--- config.mk ---
export PLATFORM = sky130hd
export DESIGN_NAME = voice_allocator
export DESIGN_NICKNAME = d
export VERILOG_FILES = /design/src/rtl/voice_allocator.sv
export SDC_FILE = /design/constraint.sdc
export NUM_CORES = 1
export LEC_CHECK = 0
export CELL_PAD_IN_SITES_DETAIL_PLACEMENT = 0
export CELL_PAD_IN_SITES_GLOBAL_PLACEMENT = 1
export CORE_MARGIN = 1
export CORE_UTILIZATION = 45
export CTS_BUF_LIST = sky130_fd_sc_hd__clkbuf_8 sky130_fd_sc_hd__clkbuf_16
export DETAILED_ROUTE_END_ITERATION = 12
export DONT_BUFFER_PORTS = 1
export GPL_ROUTABILITY_DRIVEN = 0
export GPL_TIMING_DRIVEN = 0
export MAX_ROUTING_LAYER = met4
export PLACE_DENSITY = 0.7
export SLEW_MARGIN = 20
export SYNTH_ARGS = -nofsm -noshare
export SYNTH_HDL_FRONTEND = slang
export SYNTH_SLANG_ARGS = --single-unit
--- constraint.sdc ---
create_clock -name clk -period 10.49 [get_ports clk]
set_input_delay 1.049 -clock clk [delete_from_list [all_inputs] [get_ports clk]]
set_output_delay 1.049 -clock clk [all_outputs]
set_load 0.03 [all_outputs]
--- src/rtl/voice_allocator.sv ---
// voice_allocator: 16-voice polyphonic note allocator with LRU stealing.
//   clk, rst_n   : clock, asynchronous active-low reset
//   note_valid/note_ready/note_on/note_num : note event handshake and payload
//   all_off      : synchronous panic, clears every gate and aborts any event
//   gate         : per-voice ADSR trigger
//   voice_note   : note held by voice i at [NOTE_W*i +: NOTE_W]
//   evt_valid/evt_voice/evt_kind : completion pulse, affected voice, event kind
module voice_allocator #(
    parameter int NOTE_W     = 7,
    parameter int NUM_VOICES = 16
) (
    input  logic                           clk,
    input  logic                           rst_n,
    input  logic                           note_valid,
    output logic                           note_ready,
    input  logic                           note_on,
    input  logic [NOTE_W-1:0]              note_num,
    input  logic                           all_off,
    output logic [NUM_VOICES-1:0]          gate,
    output logic [NUM_VOICES*NOTE_W-1:0]   voice_note,
    output logic                           evt_valid,
    output logic [3:0]                     evt_voice,
    output logic [1:0]                     evt_kind
);
    typedef enum logic [1:0] {IDLE, SCAN, APPLY, RETRIG} state_t;
    state_t              state;
    logic [3:0]          idx, free_v, match_v, old_v, tgt, tgt_c;
    logic                has_free, has_match, on_r;
    logic [NOTE_W-1:0]   note_r;
    logic [1:0]          kind_r, kind_c;
    logic [3:0]          age [NUM_VOICES];

    assign note_ready = (state == IDLE);
    assign tgt_c  = has_match ? match_v : has_free ? free_v : old_v;
    assign kind_c = has_match ? 2'b01 : has_free ? 2'b00 : 2'b10;

    always_ff @(posedge clk or negedge rst_n) begin
        if (!rst_n) begin
            state      <= IDLE;
            idx        <= '0;
            free_v     <= '0;
            match_v    <= '0;
            old_v      <= '0;
            tgt        <= '0;
            has_free   <= 1'b0;
            has_match  <= 1'b0;
            on_r       <= 1'b0;
            note_r     <= '0;
            kind_r     <= '0;
            gate       <= '0;
            voice_note <= '0;
            evt_valid  <= 1'b0;
            evt_voice  <= '0;
            evt_kind   <= '0;
            for (int i = 0; i < NUM_VOICES; i++) age[i] <= 4'(i);
        end else begin
            evt_valid <= 1'b0;
            if (all_off) begin
                gate  <= '0;
                state <= IDLE;
            end else begin
                case (state)
                    IDLE: if (note_valid) begin
                        on_r      <= note_on;
                        note_r    <= note_num;
                        idx       <= '0;
                        has_free  <= 1'b0;
                        has_match <= 1'b0;
                        state     <= SCAN;
                    end
                    SCAN: begin
                        if (!gate[idx] && !has_free) begin
                            has_free <= 1'b1;
                            free_v   <= idx;
                        end
                        if (gate[idx] && voice_note[NOTE_W*idx +: NOTE_W] == note_r && !has_match) begin
                            has_match <= 1'b1;
                            match_v   <= idx;
                        end
                        if (age[idx] == 4'd15) old_v <= idx;
                        idx <= idx + 4'd1;
                        if (idx == 4'd15) state <= APPLY;
                    end
                    APPLY: if (on_r) begin
                        voice_note[NOTE_W*tgt_c +: NOTE_W] <= note_r;
                        tgt    <= tgt_c;
                        kind_r <= kind_c;
                        // True LRU: younger voices age by one, target becomes newest
                        for (int i = 0; i < NUM_VOICES; i++)
                            age[i] <= (4'(i) == tgt_c) ? 4'd0 :
                                      (age[i] < age[tgt_c]) ? age[i] + 4'd1 : age[i];
                        if (!gate[tgt_c]) begin
                            gate[tgt_c] <= 1'b1;
                            evt_valid   <= 1'b1;
                            evt_voice   <= tgt_c;
                            evt_kind    <= kind_c;
                            state       <= IDLE;
                        end else begin
                            // Drop the gate for one cycle so the envelope sees a fresh attack
                            gate[tgt_c] <= 1'b0;
                            state       <= RETRIG;
                        end
                    end else begin
                        if (has_match) begin
                            gate[match_v] <= 1'b0;
                            evt_valid     <= 1'b1;
                            evt_voice     <= match_v;
                            evt_kind      <= 2'b11;
                        end
                        state <= IDLE;
                    end
                    RETRIG: begin
                        gate[tgt] <= 1'b1;
                        evt_valid <= 1'b1;
                        evt_voice <= tgt;
                        evt_kind  <= kind_r;
                        state     <= IDLE;
                    end
                endcase
            end
        end
    end
endmodule

# ---- Word-level counts from Yosys, hierarchy flattened
# Cells that the tools add are included.
dict set report op_classes {
  n_addsub 18
  mul 2
  n_div 0
  order_cmp 25
  n_eq_ne 29
  shifts 3
  muxes 84
  n_bitwise 9
  n_reduce_logical 57
}
# op n
set ops {}
lappend ops {{$mux 4} 42}
lappend ops {{$bwmux 112} 1}
lappend ops {{$shift 7x34->112 const A} 1}
lappend ops {{$shiftx 112x8->7} 1}
lappend ops {{$shiftx 7x34->112} 1}
lappend ops {{$reduce_and 4->1} 19}
lappend ops {{$add 4x1->4 const B} 17}
lappend ops {{$lt 4x4->1} 16}
lappend ops {{$mux 16} 4}
lappend ops {{$reduce_bool 2->1} 18}
lappend ops {{$neg 7->34} 1}
lappend ops {{$and 16x16->16} 2}
lappend ops {{$bmux 4 s4} 2}
lappend ops {{$eq 4x4->1 const A} 8}
lappend ops {{$not 16->16} 2}
lappend ops {{$or 16x16->16} 2}
lappend ops {{$pmux 16 s2} 1}
lappend ops {{$lt 4x5->1 const B} 4}
lappend ops {{$mux 2} 10}
lappend ops {{$reduce_and 3->1} 6}
lappend ops {{$eq 3x4->1 const A} 4}
lappend ops {{$pmux 4 s2} 2}
lappend ops {{$mul 3x4->7 const A} 2}
lappend ops {{$demux 1 s4} 3}
lappend ops {{25 further kinds} 58}
dict set report word_totals {
  regBits 233
  latch_bits 0
  ram_bits 0
  romBits 0
  out_inout_bits 136
  elab_cells 259
  mem_count 0
}

# ---- Depth between registers and ports, before layout
dict set report logic_depth {
  depth_word 12
  ltp_mapped 19
}

# ---- Least setup slack after synthesis
# Ideal clock, no wire load.
dict set report synth_timing {
  path_type {flip-flop to flip-flop}
  from {reg has_free}
  to {reg age[39] (netlist bit)}
  t_arrival_ns 4.468
  t_required_ns 10.421
  setup_slack_ns 5.953
  stages_incl_launch_ff 17
  n_path_buf 3
  cell_sequence {dfrtp_1 buf_6 mux2_4 o21a_4 clkinv_4 buf_2 buf_1 mux4_2 nand2_1 a21oi_1 a21oi_1 ha_1 a211o_1 o22a_1 o31a_1 or4_1 nand3_1}
}
dict set report synth_via {
  elab_chain_len 9
  word_cells_on_any_way 11
  cone_classes {1 x order compare; 1 x eq/ne; 6 x mux; 1 x bitwise; 2 x reduce/logical}
}
# item line
set synth_rtl {}
lappend synth_rtl {{start, declared} 28} ;# logic has_free, has_match, on_r;
lappend synth_rtl {{start signal, assigned} 45} ;# has_free <= 1'b0;
lappend synth_rtl {{start signal, assigned} 67} ;# has_free <= 1'b0;
lappend synth_rtl {{start signal, assigned} 73} ;# has_free <= 1'b1;
lappend synth_rtl {{$mux 4 * (2 in a row)} 34} ;# assign tgt_c = has_match ? match_v : has_free ? free_v : old_v;
lappend synth_rtl {{$not 4->5 (not written as such)} 91} ;# (age[i] < age[tgt_c]) ? age[i] + 4'd1 : age[i];
lappend synth_rtl {{$bmux 4 s4} 91}
lappend synth_rtl {{$mux 4 (not written as such) (2 in a row)} 91}
lappend synth_rtl {{$lt 4x4->1} 91}
lappend synth_rtl {{$reduce_bool 2->1 (no line)} n/a}
lappend synth_rtl {{$reduce_and 4->1 (no line)} n/a}
lappend synth_rtl {{end signal, assigned by index} 90} ;# age[i] <= (4'(i) == tgt_c) ? 4'd0 :
lappend synth_rtl {{end, declared} 31} ;# logic [3:0] age [NUM_VOICES];
# Mark *: on every way between the ends. The rest lies on a longest branch, timed or not. The select of a mux whose other input is x is not followed.
# A chain may end at the register's enable or synchronous reset.

# ---- Worst setup path after layout
dict set report layout_timing {
  from {reg match_v[0]}
  to {reg age[39] (netlist bit)}
}
dict set report layout_via {
  elab_chain_len 8
  word_cells_on_any_way 10
  cone_classes {1 x order compare; 1 x eq/ne; 5 x mux; 1 x bitwise; 2 x reduce/logical}
}
# item line
set layout_rtl {}
lappend layout_rtl {{start, declared} 27} ;# logic [3:0] idx, free_v, match_v, old_v, tgt, tgt_c;
lappend layout_rtl {{start signal, assigned} 78} ;# match_v <= idx;
lappend layout_rtl {{$mux 4 *} 34}
lappend layout_rtl {{$not 4->5 (not written as such)} 91}
lappend layout_rtl {{$bmux 4 s4} 91}
lappend layout_rtl {{$mux 4 (not written as such) (2 in a row)} 91}
lappend layout_rtl {{$lt 4x4->1} 91}
lappend layout_rtl {{$reduce_bool 2->1 (no line)} n/a}
lappend layout_rtl {{$reduce_and 4->1 (no line)} n/a}
# Marks and branches as above.

==> metrics.md <==
| Metric | Value |
|---|---|
| Run status | complete, no violations |
| Routed Antenna Nets | 0 |
| Mapped cell area | 14400 µm² |
| Setup Fix Bufs, Post-CTS | 0 |
| Global-route wire length before repair | 72900 µm |
| Data arrival at the endpoint of the critical path | 5.89 ns |
| Io pins | 148 |
| Slack of the worst reg-to-reg path | 5.10 ns |
| DR pass1 iterations | 5 |
| Period utilisation layout | 51.3% |
| Most common cell after layout, fill and taps aside | dfrtp_1 |
| Post-synthesis sequential element count | 233 |
| Commonest register cell after synthesis | dfrtp_1 |
| Average footprint of a synthesized cell | 10.4 µm² |
| Share of synthesized flip-flops with an asynchronous set or reset | 100% |
| Total global-route track usage | 30.3% |
| Area fraction in compound gates after synthesis | 14.5% |
| Fraction of final layout cells sized beyond drive strength 1 | 21.2% |
| Post-Synth XOR/XNOR Area | 0.789% |
| Commonest cells after routing, fill and taps aside | dfrtp_1, nand2_1, mux2_2 |
| Launch point of the critical path | match_v[0] |
| Main combinational cell family by area after synthesis | multiplexers |
| Detailed-placement wirelength estimate | 34200 µm |
| Critical-path top delay cell | buf_1 |
| Worst setup skew after layout | 0.0252 ns |
| Number of global-route vias before repair | 11.5k |
| Switching Fraction | 36.5% |
| Worst supply voltage drop on vdd | 0.144 mV |
| Cell count after synthesis | 1390 |
| Post-cts resize count | 0 |
| Root buffer selected by CTS | clkbuf_16 |
| Initial Utilization | 45.7% |
| Critical path cell sequence | clkbuf_1 > nand2b_1 > o21a_4 > clkinv_4 > buf_2 > buf_1 > mux4_2 > nand2_1 > a21oi_1 > a21oi_4 > ha_1 > a211o_1 > o22a_1 > o31a_1 > or4_1 > nand3_1 |
| Number of vias in the routed layout | 11.7k |
| Worst setup SP type | flip-flop |
| Worst skew pair latency | 0.57 ns |
| PwrDens | 202 nW/µm² |
| Filler cells | 2905 |
| Maximum fanout along the worst path | 16 |
| Part of the total power dissipated in sequential elements | 37.9% |
| Switching component of the power | 0.00118 W |
| Initial antenna violation count | 0 |
| Leading post-synthesis cells by cell area | dfrtp_1, mux2_2, mux4_2 |
| Capturing point of the worst reg2reg path | age[39] |
| Crit path required time | 10.99 ns |
| Number of failing hold endpoints at the final stage | 0 |
| Worst Path Class, Setup | reg2reg |
| Worst Reg-to-Reg Cells | 16 |
| Yosys top cell area share | 34.9% |
| DRT Wirelength | 47900 µm |
| Top cell type by total area after synthesis | dfrtp_1 |
| Clk pwr share | 32.4% |
| Static leakage | 7.09 nW |
| Starting DRC count in detailed routing | 1086 |
| WL/cell | 26.0 µm |
| Die ar. | 32800 µm² |
| Overflow left after global routing | 0 |
| Net count reported at finish | 1501 |
| Path length in cells of the critical path | 16 |
| Simple-Gate Fraction of Synth Area | 14.0% |
| Sink count of the clock tree | 233 |
| Capturing instance or port of the critical path | age[39] |
| Final hold slack | 0.180 ns |
| Die H | 181 µm |
| RSZ-0062 raised after global routing | false |
| Internal power consumption | 0.00205 W |
| Worst path top cell family by delay | compound AO/OA/AOI/OAI gates |
| Nature of the critical path endpoint | flip-flop |
| FF-to-FF Start | match_v[0] |
| Number of buffers inserted by hold repair at cts | 0 |
| Post-detailed-route DRC marker count | 0 |
| CTS tree | done |
| Net Count, Synth | 1471 |
| Largest net degree at the start of global routing | 234 |
| Number of failing setup endpoints in the final timing report | 0 |
| Core region area | 31600 µm² |
| Register cell area after layout | 5870 µm² |
| Max Cap Viol | 0 |
| Number of enable flip-flop cells after synthesis | 0 |
| Warnings from Yosys | 0 |
| Class of the worst hold path | in2async |
| Post-synthesis share of cell area spent on full adders, half adders and majority gates | 5.98% |
| Count of distinct cell types in the synthesized netlist | 65 |
| Normalized max-slew margin | 22.3% |
| Layout overhead on the synthesized area | 10.6% |
| Multiplexer fraction of the synthesized cell area | 20.7% |
| Maximum number of buffers from clock root to sink | 3 |
| Cts bufs inserted | 28 |
| Floorplan row count | 65 |
| Slowest cell delay on critical path | 0.81 ns |
| Maximum level of the CTS H-tree | 1 |
| Post-synthesis sequential area ratio | 40.7% |
| Final total negative setup slack | 0 ns |
| Final core utilization | 50.6% |
| Min Clock Period, post-route | 5.39 ns |
| Count of pins over their slew limit | 0 |
| Multi-input gate area in the final layout | 8100 µm² |
| Width of the die | 181 µm |
| Peak Freq | 186 MHz |
| Buffers and inverters on the worst path | 4 |
| Total power | 0.00322 W |
| Portion of total power attributed to combinational logic | 29.7% |
| Transition at the pin with the smallest max-transition slack | 1.15 ns |
| Count of input and output buffers | 0 |
| N_diodes | 0 |
| Drt via density | 6.37 |
| Register clock-pin slew on the reported worst setup and hold paths | 0.06 ns |
power by group through the flow:
stage	sequential, W	combinational [W]	clock [W]
after global placement	0.00123	0.000922	0
final	0.00122	0.000959	0.00104
after detailed placement	0.00123	0.000950	0
after global routing	0.00123	0.00107	0.00109
after floorplan	0.00117	0.000717	0
after CTS	0.00122	0.000953	0.00106
registers in the layout, summed over array words and instances (netlist names), 4 cells and up:
| register | count |
|---|---|
| age | 64 |
| match_v | 4 |
| free_v | 4 |
| gate | 16 |
| tgt | 4 |
| note_r | 7 |
| evt_voice | 4 |
| idx | 4 |
| voice_note | 112 |
| old_v | 4 |
how the worst min path moves through the flow:
stage,endpoint,cells after the start,startpoint
2_1_floorplan,kind_r[1],2,kind_r[1]
3_3_place_gp,kind_r[1],2,kind_r[1]
3_5_place_dp,kind_r[1],2,kind_r[1]
4_1_cts,age[43],0,rst_n
5_1_grt,age[43],0,rst_n
6_report,age[41],0,rst_n
per-stage QoR:
step	setup slack, ns	std cells	cell area [µm²]
after floorplan	5.95	1390	14400
after global placement	4.12	1792	14900
after detailed placement	5.19	1792	15000
after CTS	5.17	1843	16000
after global routing	4.92	1843	16000
final	5.10	1843	16000
kinds of logic (layout without fill, tap and decap cells):
group,after synthesis,count (layout)
DFF,233,233
and+or+nand+nor,414,414
adders and majority gates,69,69
buffers and inverters,122,173
AOI/OAI and AO/OA,327,327
muxes,212,212
xor gates and xnor gates,13,13
layer usage:
layer  wire length [µm]  vias up  track usage (%)
met5                  0        -                -
met4               1750        0             10.0
met3               4280       97             8.02
met2              21200      456             44.6
met1              20700     5931             40.4
li1                   -     5248                -
Yosys cell counts (3+ instances only):
library cell / n
dfrtp_1: 201
nand2_1: 150
mux2_2: 131
o21ai_0: 93
a21oi_1: 69
ha_1: 69
clkbuf_1: 68
nor2_1: 67
mux4_2: 55
nand3_1: 48
and3_1: 34
dfstp_2: 32
inv_1: 27
nor3_1: 27
a31oi_1: 25
mux2i_1: 24
a21o_1: 19
nor2b_1: 16
o31ai_1: 16
nand4_1: 15
o211ai_1: 15
buf_1: 13
nor3b_1: 13
a211oi_1: 11
buf_2: 10
o22ai_1: 10
a211o_1: 9
xnor2_1: 9
a22o_1: 8
nand2b_1: 8
or2_2: 8
nor3_2: 7
and2_1: 6
o211a_1: 6
o41ai_1: 6
o21ai_1: 5
o21bai_1: 5
a32o_1: 4
a41oi_1: 4
o21a_1: 4
xor2_1: 4
a221oi_1: 3
a31o_2: 3
or3_1: 3
final cells by class:
| class | instances | area share, % |
|---|---|---|
| multi-input cells | 1035 | 50.7 |
| clock inverters | 17 | 1.29 |
| inverters | 28 | 0.690 |
| well taps | 402 | 3.15 |
| plain buffers | 94 | 2.41 |
| clock buffers | 34 | 4.91 |
| flip-flops and latches | 233 | 36.8 |
Power figures use the tool's default switching activity.
